### config.mk
export PLATFORM = sky130hd
export DESIGN_NAME = div_ctrl
export DESIGN_NICKNAME = d
export VERILOG_FILES = /design/src/rtl/div_ctrl.sv
export SDC_FILE = /design/constraint.sdc
export NUM_CORES = 1
export LEC_CHECK = 0
export ABC_AREA = 0
export CAP_MARGIN = 20
export CORE_ASPECT_RATIO = 0.6
export CORE_MARGIN = 5
export CORE_UTILIZATION = 44
export CTS_CLUSTER_SIZE = 12
export DETAILED_ROUTE_END_ITERATION = 7
export GPL_TIMING_DRIVEN = 0
export PLACE_DENSITY = 0.94
export SYNTH_ARGS = -nofsm -noshare
export SYNTH_HDL_FRONTEND = slang
export SYNTH_SLANG_ARGS = --single-unit
### constraint.sdc
create_clock -name clk -period 13.68 [get_ports clk]
set_clock_uncertainty 0.15 [all_clocks]
set_input_delay 2.736 -clock clk [delete_from_list [all_inputs] [get_ports clk]]
set_output_delay 2.736 -clock clk [all_outputs]
set_load 0.01 [all_outputs]
### src/rtl/div_ctrl.sv
// Divide controller: issues DIV/DIVU from execute to an iterative divider, owns HI/LO,
// stalls the pipeline while the divide is outstanding and aborts on divider timeout.
module div_ctrl #(
    parameter int TIMEOUT = 15
) (
    input  logic        clk,
    input  logic        rst,
    input  logic        ex_div,
    input  logic        ex_signed,
    input  logic [31:0] ex_a,
    input  logic [31:0] ex_b,
    input  logic        ex_mthi,
    input  logic        ex_mtlo,
    input  logic [31:0] ex_wdata,
    input  logic        flush,
    output logic        stall,
    output logic        div_start,
    output logic        div_signed,
    output logic [31:0] div_a,
    output logic [31:0] div_b,
    input  logic        div_ready,
    input  logic [63:0] div_result,
    output logic [31:0] hi,
    output logic [31:0] lo,
    output logic        div_err,
    output logic [1:0]  dbg_state
);

    typedef enum logic [1:0] {
        IDLE  = 2'd0,
        BUSY  = 2'd1,
        DRAIN = 2'd2
    } state_t;

    localparam logic [3:0] CNT_LAST = 4'(TIMEOUT - 1);

    state_t      state, state_nx;
    logic [3:0]  cnt;
    logic        discard;
    logic        issue;
    logic        done_ok;
    logic        timeout;
    logic        mt_wr;

    // Divider handshake: div_start is the request and stays high with stable operands
    // until div_ready is sampled (or timeout); div_ready then stays high until div_start falls.
    always_comb begin
        issue    = (state == IDLE) & ex_div & (ex_b != 32'd0) & ~flush;
        done_ok  = (state == BUSY) & div_ready;
        timeout  = (state == BUSY) & ~div_ready & (cnt == CNT_LAST);
        stall    = issue | (state == BUSY) | ((state == DRAIN) & ex_div);
        mt_wr    = ~stall & ~flush & ~ex_div;
        state_nx = state;
        case (state)
            IDLE:    if (issue) state_nx = BUSY;
            BUSY:    if (done_ok || timeout) state_nx = DRAIN;
            DRAIN:   if (!div_ready) state_nx = IDLE;
            default: state_nx = IDLE;
        endcase
    end

    always_ff @(posedge clk or posedge rst) begin
        if (rst) state <= IDLE;
        else     state <= state_nx;
    end

    assign dbg_state = state;

    always_ff @(posedge clk or posedge rst) begin
        if (rst) begin
            div_start  <= 1'b0;
            div_signed <= 1'b0;
            div_a      <= 32'd0;
            div_b      <= 32'd0;
            cnt        <= 4'd0;
            discard    <= 1'b0;
            div_err    <= 1'b0;
        end else if (issue) begin
            div_start  <= 1'b1;
            div_signed <= ex_signed;
            div_a      <= ex_a;
            div_b      <= ex_b;
            cnt        <= 4'd0;
            discard    <= 1'b0;
        end else if (state == BUSY) begin
            cnt <= cnt + 4'd1;
            if (flush) discard <= 1'b1;
            if (div_ready || timeout) div_start <= 1'b0;
            if (timeout) div_err <= 1'b1;
        end
    end

    // A flush landing in the very cycle the result returns also discards it.
    always_ff @(posedge clk or posedge rst) begin
        if (rst) begin
            hi <= 32'd0;
            lo <= 32'd0;
        end else if (done_ok && !(discard || flush)) begin
            hi <= div_result[63:32];
            lo <= div_result[31:0];
        end else if (mt_wr) begin
            if (ex_mthi) hi <= ex_wdata;
            if (ex_mtlo) lo <= ex_wdata;
        end
    end

endmodule

==> reports/results.ini <==
[timing]
hold_viol = 0
setup_viol = 0
fmax_mhz = 123
tns_ns = 0
timing.final.ws_setup_ns = 5.53
fin_crit_ns = 8.15
worst_pin_slew_ns = 0.662
final-max-slew-violation-count = 0
rsz0062_at_grt = no
layout_worst_path_cycle_share_pct = 59.6
relSlewSlack_pct = 55.8

[cts]
postCtsResizedCells = 0
clkTransAtPathRegs_ns = 0.06
clock-root-buffer = clkbuf_16
h-tree-depth = 4
cts_hold_buf = 0
clkSinkCount = 138
post-cts-setup-buffer-count = 0
cts_tree = yes
numCtsBuffers = 17
clk_latency_ns = 0.40
ctsLongestPathBuffers = 2

[power_and_ir_drop]
power_density_nw_per_um2 = 215
p_int_mw = 1.51
p_comb_share_pct = 43.1
p_sw_uw = 639
clockPowerShare_pct = 23.1
p_leak_nw = 4.73
pwr-share-seq_pct = 33.8
netSwitchingFraction_pct = 29.8
max-vdd-ir-drop_v = 0.000111
power_mw = 2.15

[layout]
diodes = 0
drive_gt1_share_pct = 14.1
design_area_um2 = 9990
area_growth_pct = 64.2
fin_util_pct = 73.6
fillCellCount = 921
nets = 962

[place]
place_area_um2 = 9350
port_buffers = 301
pre_cts_slack_ns = 5.55
place_congestion = 0.828
hpwl_mm = 15.4

[global_routing]
grt_pass1_wl_mm = 30.1
grt_remaining_overflow = 0
grt_pass1_vias = 5489
grt_max_degree = 94
grt_use_total_pct = 23.7
antenna_found_initial = 0

[synthesis]
syn_area_per_cell_um2 = 12.9
syn_nets = 641
ys_ff_latch = 138
ys_warn_count = 0
postSynthCellCount = 471
synthTopCellsByArea = dfrtp_1, mux2_4, mux2i_1
yosysTopAreaCell = dfrtp_1
syn_area_um2 = 6090
ys_seq_area_share_pct = 56.7
synth_top_area_share_pct = 56.7
synth_cell_types = 31

[critical_path]
path_max_fanout = 10
crit_path_frequent_cell = clkdlybuf4s50_1
cp-start-kind = primary input
crit-reg2reg-capture = lo[24]$_DFFE_PP0P_
end_kind = output pin
path_cells = clkdlybuf4s50_1, nor4_1, nand4_1, o21ai_4, buf_4, nand3_1, clkdlybuf4s50_1
arrival_ns = 5.27
critPathSlowestCell = clkdlybuf4s50_1
critPathKind = in2out
worstPathRequired_ns = 10.79
timing.rr.start = dbg_state[0]$_DFFE_PP0P_
cp.buffers_inverters = 3
ff2ff_setup_slack_ns = 11.21
worst_r2r_path_depth = 6
path_delay_family = buffers and inverters
cp_slowest_stage_delay_ns = 0.50

[drt]
drc = 0
postRouteAntennaNets = 0
vias = 4976
vias_per_cell = 5.08
wl_per_cell_um = 20.2
drt_wl_total_mm = 19.8
drtPass1Iterations = 4
drt-initial-drc-count = 226

[floorplan]
io-pin-count = 302
die_w_um = 162
core_area_um2 = 13600
rows = 33
die-area_um2 = 16400
start_util_pct = 44.8
die_h_um = 101

[outcome]
status = complete, no violations

[worst_hold_path]
hold_start = div_err$_DFFE_PP0P_
hold_depth = 1
whs_endpoint = div_err$_DFFE_PP0P_
hold_class = reg2reg

[job]
drv_cap = 0

cells by family after synthesis:
kind of cell | Yosys count | share of synthesized area, %
multiplexers | 129 | 26.4
XOR/XNOR | 2 | 0.288
buffers and inverters | 30 | 2.84
flip-flops | 138 | 56.7
AO/OA/AOI/OAI | 72 | 6.37
adder cells (fa/ha/maj) | 2 | 0.411
AND/OR/NAND/NOR | 98 | 6.97
worst max path at each step:
stage / from / endpoint / slack, ns / cells past startpoint
after floorplan: ex_b[16] / stall / 6.95 / 5
after global placement: rst / lo[13]$_DFFE_PP0P_ / 5.20 / 2
final: ex_b[28] / stall / 5.53 / 7
after global routing: ex_b[28] / stall / 5.36 / 7
after detailed placement: ex_b[28] / stall / 5.55 / 7
after CTS: ex_b[28] / stall / 5.55 / 7
through the flow:
| step | instances | hold slack (ns) |
|---|---|---|
| 2_1_floorplan | 471 | 0.353 |
| 3_3_place_gp | 947 | 0.310 |
| 3_5_place_dp | 948 | 0.341 |
| 4_1_cts | 979 | 0.355 |
| 5_1_grt | 979 | 0.363 |
| 6_report | 979 | 0.351 |
power groups by stage:
stage	Sequential (mW)	Combinational, mW	Clock (mW)
after global routing	0.753	0.979	0.525
final	0.727	0.925	0.496
after detailed placement	0.726	0.935	0
after CTS	0.726	0.937	0.505
after global placement	0.713	0.911	0
after floorplan	0.807	0.306	0
sequential cells by signal, indices dropped and copies added (netlist names):
signal      cells
cnt             4
dbg_state       2
discard         1
div_a          32
div_b          32
div_err         1
div_signed      1
div_start       1
hi             32
lo             32
synth_stat cells:
cell,count
a21oi_1,65
clkbuf_1,10
inv_1,2
nand4_1,3
nand2b_1,2
mux2_2,1
o21ai_4,1
buf_2,9
nand3b_1,1
dfrtp_1,138
nand2_1,8
xnor2_1,2
a41o_1,1
mux2_4,62
nor2b_1,1
a21o_1,1
o21ai_0,1
buf_4,1
a31oi_1,1
nor4b_1,1
nand3_1,4
buf_6,6
mux2i_1,64
and2_1,3
nor2_1,67
o211a_1,1
a21boi_1,1
nor4_1,8
ha_1,2
buf_1,2
mux2_1,2
layer usage:
layer	share of wire, %	global-route usage (%)
met2	50	40.0
met4	1.4	6.11
met5	0	0
met1	42	30.0
met3	7.5	7.93
layout make-up:
type                    count  area (um2)  area share, %
well taps                 175         219           2.19
inverters                   2        12.5          0.125
clock inverters            10         164           1.64
clock buffers              21         480           4.81
plain buffers              28         165           1.65
repair buffers            302        3040           30.4
flip-flops and latches    138        3450           34.6
multi-input cells         303        2460           24.6
cells in the final DEF (no fill, tap or decap), types with 6 or more instances in the layout:
cell type          n
a21oi_1           65
mux2i_1           64
nand2_1            8
clkbuf_1          10
clkbuf_16         17
mux2_4            62
nor2_1            67
buf_2              9
nor4_1             8
clkdlybuf4s50_1  301
buf_6              6
dfrtp_1          138
Note: power is estimated with default switching activity, not from simulation.
